===== src/rtl/led_blink_tx.sv =====
// Blinks `led` N times (ON/OFF phases), holds a low guard gap, then strobes `done` for one cycle.
// Optional macro LED_BLINK_REPEAT_EN adds `repeat_en` to replay the burst instead of finishing.
module led_blink_tx #(
    parameter int CNT_W      = 4,
    parameter int ON_CYCLES  = 2,
    parameter int OFF_CYCLES = 3,
    parameter int GAP_CYCLES = 4
) (
    input  logic             clk,
    input  logic             rst_n,
    input  logic             start,
    input  logic [CNT_W-1:0] count,
`ifdef LED_BLINK_REPEAT_EN
    input  logic             repeat_en,
`endif
    output logic             led,
    output logic             busy,
    output logic             done
);

    localparam int MAX_PH = (ON_CYCLES > OFF_CYCLES)
                          ? ((ON_CYCLES > GAP_CYCLES) ? ON_CYCLES : GAP_CYCLES)
                          : ((OFF_CYCLES > GAP_CYCLES) ? OFF_CYCLES : GAP_CYCLES);
    localparam int TMR_W = $clog2(MAX_PH + 1);

    localparam logic [TMR_W-1:0] ON_LAST  = TMR_W'(ON_CYCLES - 1);
    localparam logic [TMR_W-1:0] OFF_LAST = TMR_W'(OFF_CYCLES - 1);
    localparam logic [TMR_W-1:0] GAP_LAST = TMR_W'(GAP_CYCLES - 1);

    typedef enum logic [2:0] {
        S_IDLE,
        S_ON,
        S_OFF,
        S_GAP,
        S_DONE
    } state_t;

    state_t           state_reg;
    logic [TMR_W-1:0] timer_reg;
    logic [CNT_W-1:0] pulses_reg;
    logic             led_reg;
    logic             busy_reg;
    logic             done_reg;
    logic [1:0]       rst_sync_reg;
`ifdef LED_BLINK_REPEAT_EN
    logic [CNT_W-1:0] cnt_latch_reg;
`endif

    // Reset asserts asynchronously but the FSM only leaves reset two edges after release.
    always_ff @(posedge clk or negedge rst_n) begin
        if (!rst_n) begin
            rst_sync_reg <= 2'b00;
        end else begin
            rst_sync_reg <= {rst_sync_reg[0], 1'b1};
        end
    end

    always_ff @(posedge clk or negedge rst_n) begin
        if (!rst_n) begin
            state_reg  <= S_IDLE;
            timer_reg  <= '0;
            pulses_reg <= '0;
            led_reg    <= 1'b0;
            busy_reg   <= 1'b0;
            done_reg   <= 1'b0;
`ifdef LED_BLINK_REPEAT_EN
            cnt_latch_reg <= '0;
`endif
        end else if (!rst_sync_reg[1]) begin
            state_reg  <= S_IDLE;
            timer_reg  <= '0;
            pulses_reg <= '0;
            led_reg    <= 1'b0;
            busy_reg   <= 1'b0;
            done_reg   <= 1'b0;
`ifdef LED_BLINK_REPEAT_EN
            cnt_latch_reg <= '0;
`endif
        end else begin
            case (state_reg)
                S_IDLE: begin
                    if (start) begin
                        if (count != '0) begin
                            pulses_reg <= count;
`ifdef LED_BLINK_REPEAT_EN
                            cnt_latch_reg <= count;
`endif
                            timer_reg  <= '0;
                            state_reg  <= S_ON;
                            led_reg    <= 1'b1;
                            busy_reg   <= 1'b1;
                        end else begin
                            state_reg  <= S_DONE;
                            done_reg   <= 1'b1;
                        end
                    end
                end
                S_ON: begin
                    if (timer_reg == ON_LAST) begin
                        timer_reg <= '0;
                        state_reg <= S_OFF;
                        led_reg   <= 1'b0;
                    end else begin
                        timer_reg <= timer_reg + 1'b1;
                    end
                end
                S_OFF: begin
                    if (timer_reg == OFF_LAST) begin
                        timer_reg  <= '0;
                        pulses_reg <= pulses_reg - 1'b1;
                        // Last pulse finishing: pulses_reg reaches zero, never below.
                        if (pulses_reg == CNT_W'(1)) begin
                            state_reg <= S_GAP;
                        end else begin
                            state_reg <= S_ON;
                            led_reg   <= 1'b1;
                        end
                    end else begin
                        timer_reg <= timer_reg + 1'b1;
                    end
                end
                S_GAP: begin
                    if (timer_reg == GAP_LAST) begin
                        timer_reg <= '0;
`ifdef LED_BLINK_REPEAT_EN
                        if (repeat_en) begin
                            pulses_reg <= cnt_latch_reg;
                            state_reg  <= S_ON;
                            led_reg    <= 1'b1;
                        end else begin
                            state_reg <= S_DONE;
                            busy_reg  <= 1'b0;
                            done_reg  <= 1'b1;
                        end
`else
                        state_reg <= S_DONE;
                        busy_reg  <= 1'b0;
                        done_reg  <= 1'b1;
`endif
                    end else begin
                        timer_reg <= timer_reg + 1'b1;
                    end
                end
                S_DONE: begin
                    state_reg <= S_IDLE;
                    done_reg  <= 1'b0;
                end
                default: begin
                    state_reg <= S_IDLE;
                    timer_reg <= '0;
                    led_reg   <= 1'b0;
                    busy_reg  <= 1'b0;
                    done_reg  <= 1'b0;
                end
            endcase
        end
    end

    assign led  = led_reg;
    assign busy = busy_reg;
    assign done = done_reg;

endmodule


===== config.mk =====
export PLATFORM = sky130hd
export DESIGN_NAME = led_blink_tx
export DESIGN_NICKNAME = d
export VERILOG_FILES = /design/src/rtl/led_blink_tx.sv
export SDC_FILE = /design/constraint.sdc
export NUM_CORES = 1
export LEC_CHECK = 0
export CAP_MARGIN = 0
export CORE_MARGIN = 1
export CORE_UTILIZATION = 40
export DETAILED_ROUTE_END_ITERATION = 7
export DONT_BUFFER_PORTS = 1
export GPL_TIMING_DRIVEN = 0
export MAX_ROUTING_LAYER = met4
export SYNTH_ARGS = -nofsm -noshare
export SYNTH_HDL_FRONTEND = slang
export SYNTH_SLANG_ARGS = --single-unit

===== constraint.sdc =====
create_clock -name clk -period 1.5 [get_ports clk]
set_input_delay 0.3 -clock clk [delete_from_list [all_inputs] [get_ports clk]]
set_output_delay 0.3 -clock clk [all_outputs]
set_load 0.02 [all_outputs]

---- Yosys cells after proc, flatten, opt, wreduce, memory -nomap -nowiden ----
Index checks and enable logic that the tools add are counted.
word-level totals
  flip-flop bits (word level) ............. 15
  input port bits ......................... 7
  output and inout port bits .............. 3
  word-level logic and storage cells ...... 75
operators by class
  $add $sub $neg .......................... 2
  equal/unequal tests ..................... 20
  mux-type cells .......................... 35
  reduce and logical (&&, ||, !) cells .... 11
operators by type and width
  operator                                             number
  2-to-1 mux 3 bit                                     12
  != test 3 bit, second input constant                 7
  2-to-1 mux 4 bit                                     4
  AND reduction 4 bit                                  4
  case mux 3 bit (5 select lines)                      1
  equality test 3 x 2 -> 1 bit, second input constant  4
  2-to-1 mux 1 bit                                     12
  case mux 3 bit (4 select lines)                      1
  != test 2 bit, second input constant                 4
  case mux 4 bit (2 select lines)                      1
  equality test 3 x 1 -> 1 bit, second input constant  2
  case mux 1 bit (3 select lines)                      2
  AND reduction 6 bit                                  1
  equality test 4 x 1 -> 1 bit, second input constant  1
  case mux 1 bit (4 select lines)                      1
  nonzero test 4 bit                                   1
  OR reduction 2 bit                                   2
  subtractor 4 x 1 -> 4 bit, second input constant     1
  adder 3 x 1 -> 3 bit, second input constant          1
  equality test 3 bit, second input constant           1
  logical NOT 3 bit                                    1
  != test 3 x 1 -> 1 bit, second input constant        1
  AND reduction 3 bit                                  1
  OR reduction 3 bit                                   1
  2-to-1 mux 2 bit                                     1

---- Depth between registers and ports, before layout ----
  word-level depth ........................ 5
  gate-level depth with buffers ........... 7
  gate-level depth less buffers ........... 7

---- Worst setup path before layout ----
Ideal clock, no wire load.
  path kind ............................... register to register
  from .................................... register timer_reg[0]
  to ...................................... register pulses_reg[2]
  library setup time ...................... 0.135 ns
  data arrival time ....................... 1.338 ns
  data required time ...................... 1.365 ns
  setup slack ............................. 0.027 ns
  cell stages (with the launch flop) ...... 7
  buffers on the path ..................... 0
  clock period less this slack ............ 1.473 ns
  cells stage by stage .................... dfrtp_1 -> inv_1 -> ha_1 -> and3_1 -> a21oi_1 -> o311ai_0 -> o21ai_2
between the ends
  longest elaborated chain between the ends .. 3
RTL lines
  what                                  line  text
  start, declared                       39    logic [TMR_W-1:0] timer_reg;
  start signal, assigned                104   timer_reg <= timer_reg + 1'b1;
  start signal, assigned                119   timer_reg <= timer_reg + 1'b1;
  start signal, assigned                141   timer_reg <= timer_reg + 1'b1;
  equality test 3 x 2 -> 1 bit          108   if (timer_reg == OFF_LAST) begin
  != test 3 bit (no source line)        n/a
  AND reduction 4 bit (no source line)  n/a
  end signal, assigned                  84    pulses_reg <= count;
  end signal, assigned                  110   pulses_reg <= pulses_reg - 1'b1;
  end, declared                         40    logic [CNT_W-1:0] pulses_reg;
No other way between the ends.
A chain may end at the register's enable or synchronous reset.

---- Worst setup path in the final report ----
  from .................................... register timer_reg[0]
  to ...................................... register timer_reg[1]
between the ends
  longest elaborated chain between the ends .. 4
  elaborated cells on any way between the ends .. 9
  classes of those cells .................. add/sub (1); eq/ne (3); mux (5)
RTL lines
  what                                          line           text
  adder 3 x 1 -> 3 bit (tied with other cells)  104, 119, 141
  2-to-1 mux 3 bit, on equally long branches    123, 108, 99
  case mux 3 bit (5 select lines) (*)           80             case (state_reg)
  2-to-1 mux 3 bit (*)                          69             end else if (!rst_sync_reg[1]) begin
Mark *: on every way between the ends. The rest lies on a longest branch, timed or not.

==> impl_results.md <==
* Worst Path Buf+Inv at 1
* Post-synth ARST share at 1.00
* Starting Density at 0.431
* Post-synthesis mux area share at 0.0103
* Rel. slew slack at 0.540
* Status: finished, violations left
* Share of cells above drive strength 1 at 0.237
* Maximum clock frequency at 647 MHz
* Library cells used by synthesis at 36
* Rows at 17
* Syn Nets at 118
* Critical path origin: timer_reg[0]
* Crit Path Max Fanout at 4
* Levels on crit path at 7
* TritonRoute pass-1 iters at 4
* R2R depth at 7
* Post-Synth XOR/XNOR Area at 0
* Post-synth top flop: dfrtp_1
* Tightest Hold Check Type: in2reg
* Total power at 853 uW
* Initial antenna violation count at 0
* DRC Markers at 0
* Via-per-instance ratio at 5.59
* Dpl ws at -0.149 ns
* Synth Instances at 104
* Synth Area in Compound Gates at 0.224
* Total wire length at 2.17 mm
* Seq/Total Area, Yosys at 0.386
* Largest delay share family, worst path: compound AO/OA/AOI/OAI gates
* Final ANT Viol Nets at 0
* Hpwl dp at 1.56 mm
* CP endpoint kind: flop
* WHS at 0.193 ns
* CTS tree: yes
* Max Slew Vio Count at 0
* Gpl congestion at 0.827
* Startpoint types: flop
* Number of flops mapped to enable cells by yosys at 0
* Synth Area in Simple Gates at 0.220
* Worst Path Arrival at 1.72 ns
* Max FFs per register at 4
* Final Hold Violating Endpoints at 0
* Reg-to-reg endpoint: timer_reg[1]
* Clk pin slew, worst setup/hold paths at 0.09 ns
* Critical Path RT at 1.67 ns
* Worst vdd ir at 611 uV
* H-tree Lvls at 1
* Final Worst Setup Slack at -0.0446 ns
* Syn Std Cell Area at 972 um^2
* First-pass GRT wire length at 3.60 mm
* Chip Height at 51.3 um
* Total track usage at 0.194
* Largest net degree at the start of global routing at 16
* Crit path largest cell delay at 0.42 ns
* Die area at 0.00263 mm^2
* Synth Area in Adders at 0.0901
* Critical Path Sink: timer_reg[1]
* Syn Area/Cell at 9.35 um^2
* Antenna fix cells at 0
* Clock sinks at 15
* Nets@finish at 129
* Fin crit share at 1.03
* Placed Cells at 132
* Root Buffer Master: clkbuf_4
* Slowest CP cell: dfrtp_1
* LEAKAGE at 0.481 nW
* Main combinational cell family by area after synthesis: compound AO/OA/AOI/OAI gates
* I/O Pins at 10
* Die Span X at 51.3 um
* Pwr dens at 767 mW/mm^2
* FF-to-FF Start: timer_reg[0]
* Final non-filler cell total at 142
* PortBufs at 0
* Setup Skew at 0.00720 ns
* CP Cell Sequence: inv_1, ha_2, nand2b_1, a22oi_2, or2_1, o22ai_1, a22o_1
* Flop2flop setup slack at -0.04 ns
* Vias in the first global route at 813
* Critical path class: reg2reg
* Tmin final at 1.54 ns
* Initial DRC count at 24
* Endpoints failing setup at 6
* Failing checks: setup timing
* WL per Instance at 15.3 um
* Clock Path Buffers at 2
* Grt ovf at 0
* Area growth, synth to finish at 14.3%
* Slew @ Worst Pin at 0.688 ns
* Core area at 0.00225 mm^2
* YS warnings at 0
* Yosys reg bits at 15
* Max cap viols at 0
* Routed via count at 794
* RSZ-0062 raised after global routing: yes
* Worst skew pair latency at 0.28 ns
* CTS Buf Count at 3
-- stage by stage --
| step | setup TNS [ns] | utilization | cell area [um^2] |
|---|---|---|---|
| after global placement | -0.255 | 0.447 | 1010 |
| final | -0.128 | 0.493 | 1110 |
| after floorplan | 0 | - | 972 |
| after CTS | -0.128 | 0.481 | 1080 |
| after detailed placement | -0.398 | 0.447 | 1010 |
| after global routing | -1.02 | 0.493 | 1110 |
-- synthesized netlist by cell type, types with 2 or more instances --
| cell | number | area, um^2 |
|---|---|---|
| dfrtp_1 | 15 | 375 |
| inv_1 | 10 | 37.5 |
| a21oi_1 | 9 | 45.0 |
| nor2_1 | 9 | 33.8 |
| ha_1 | 7 | 87.6 |
| nand2_1 | 6 | 22.5 |
| a22o_1 | 3 | 26.3 |
| buf_2 | 3 | 15.0 |
| nand3_1 | 3 | 15.0 |
| nor3b_2 | 3 | 37.5 |
| o21ai_0 | 3 | 15.0 |
| o22ai_1 | 3 | 18.8 |
| and3_1 | 2 | 12.5 |
| nand2b_1 | 2 | 12.5 |
| nor2b_1 | 2 | 12.5 |
| o311ai_0 | 2 | 17.5 |
| or2_1 | 2 | 12.5 |
| or3b_1 | 2 | 17.5 |
-- cells in the final DEF, fill, tap and decap left out, types with 2 or more instances in the layout --
cell / synthesis / layout
o21ai_0: 3 / 3
o22ai_1: 3 / 2
clkbuf_4: 0 / 3
nor3b_2: 3 / 3
dfrtp_1: 15 / 15
nand2_1: 6 / 6
a21oi_1: 9 / 9
buf_2: 3 / 3
buf_4: 0 / 5
a22o_1: 3 / 3
ha_1: 7 / 5
nor2_1: 9 / 8
nand3_1: 3 / 3
nand2b_1: 2 / 2
or2_1: 2 / 2
ha_2: 0 / 2
o311ai_1: 0 / 2
nor2b_1: 2 / 2
inv_1: 10 / 10
nor2_2: 1 / 2
-- where the power goes --
| group | leakage, nW | switching [mW] | internal [mW] |
|---|---|---|---|
| clock network | 0.0150 | 0.125 | 0.103 |
| registers | 0.199 | 0.0321 | 0.426 |
| logic | 0.267 | 0.0904 | 0.0756 |
-- logic make-up (layout without fill, tap and decap cells) --
group                      count (synthesis)  after routing
other                                      1              1
DFF                                       15             15
adders and majority gates                  7              7
muxes                                      1              1
and+or+nand+nor                           36             36
buffers and inverters                     14             24
AOI/OAI and AO/OA                         30             30
-- what timing repair did --
action,in CTS,in global routing
buffers inserted,3,2
hold buffers,1,0
resized for setup,6,4
pin swaps,1,4
hold endpoints to repair,15,0
endpoints found under the setup margin,10,10
-- metal layers --
layer,track usage,vias up,share of wire
li1,-,388,-
met1,0.230,392,0.46
met2,0.314,12,0.49
met3,0.0595,2,0.040
met4,0.0676,0,0.0087
met5,-,-,0
-- layout make-up --
type                            count  area (um^2)
Buffer                              4         26.3
Sequential cell                    15          375
Fill cell                         238         1140
Timing Repair Buffer                6         47.5
Multi-Input combinational cell     75          563
Inverter                           10         37.5
Tap cell                           28         35.0
Clock buffer                        4         26.3
-- worst min-delay path by stage --
stage | start | to | cells past startpoint
global route | count[2] | pulses_reg[2] | 2
floorplan | rst_n | busy | 0
global placement | rst_n | pulses_reg[1] | 0
finish | count[2] | pulses_reg[2] | 2
detailed placement | rst_n | pulses_reg[1] | 0
CTS | count[2] | pulses_reg[2] | 2
(Power assumes the default switching activity.)
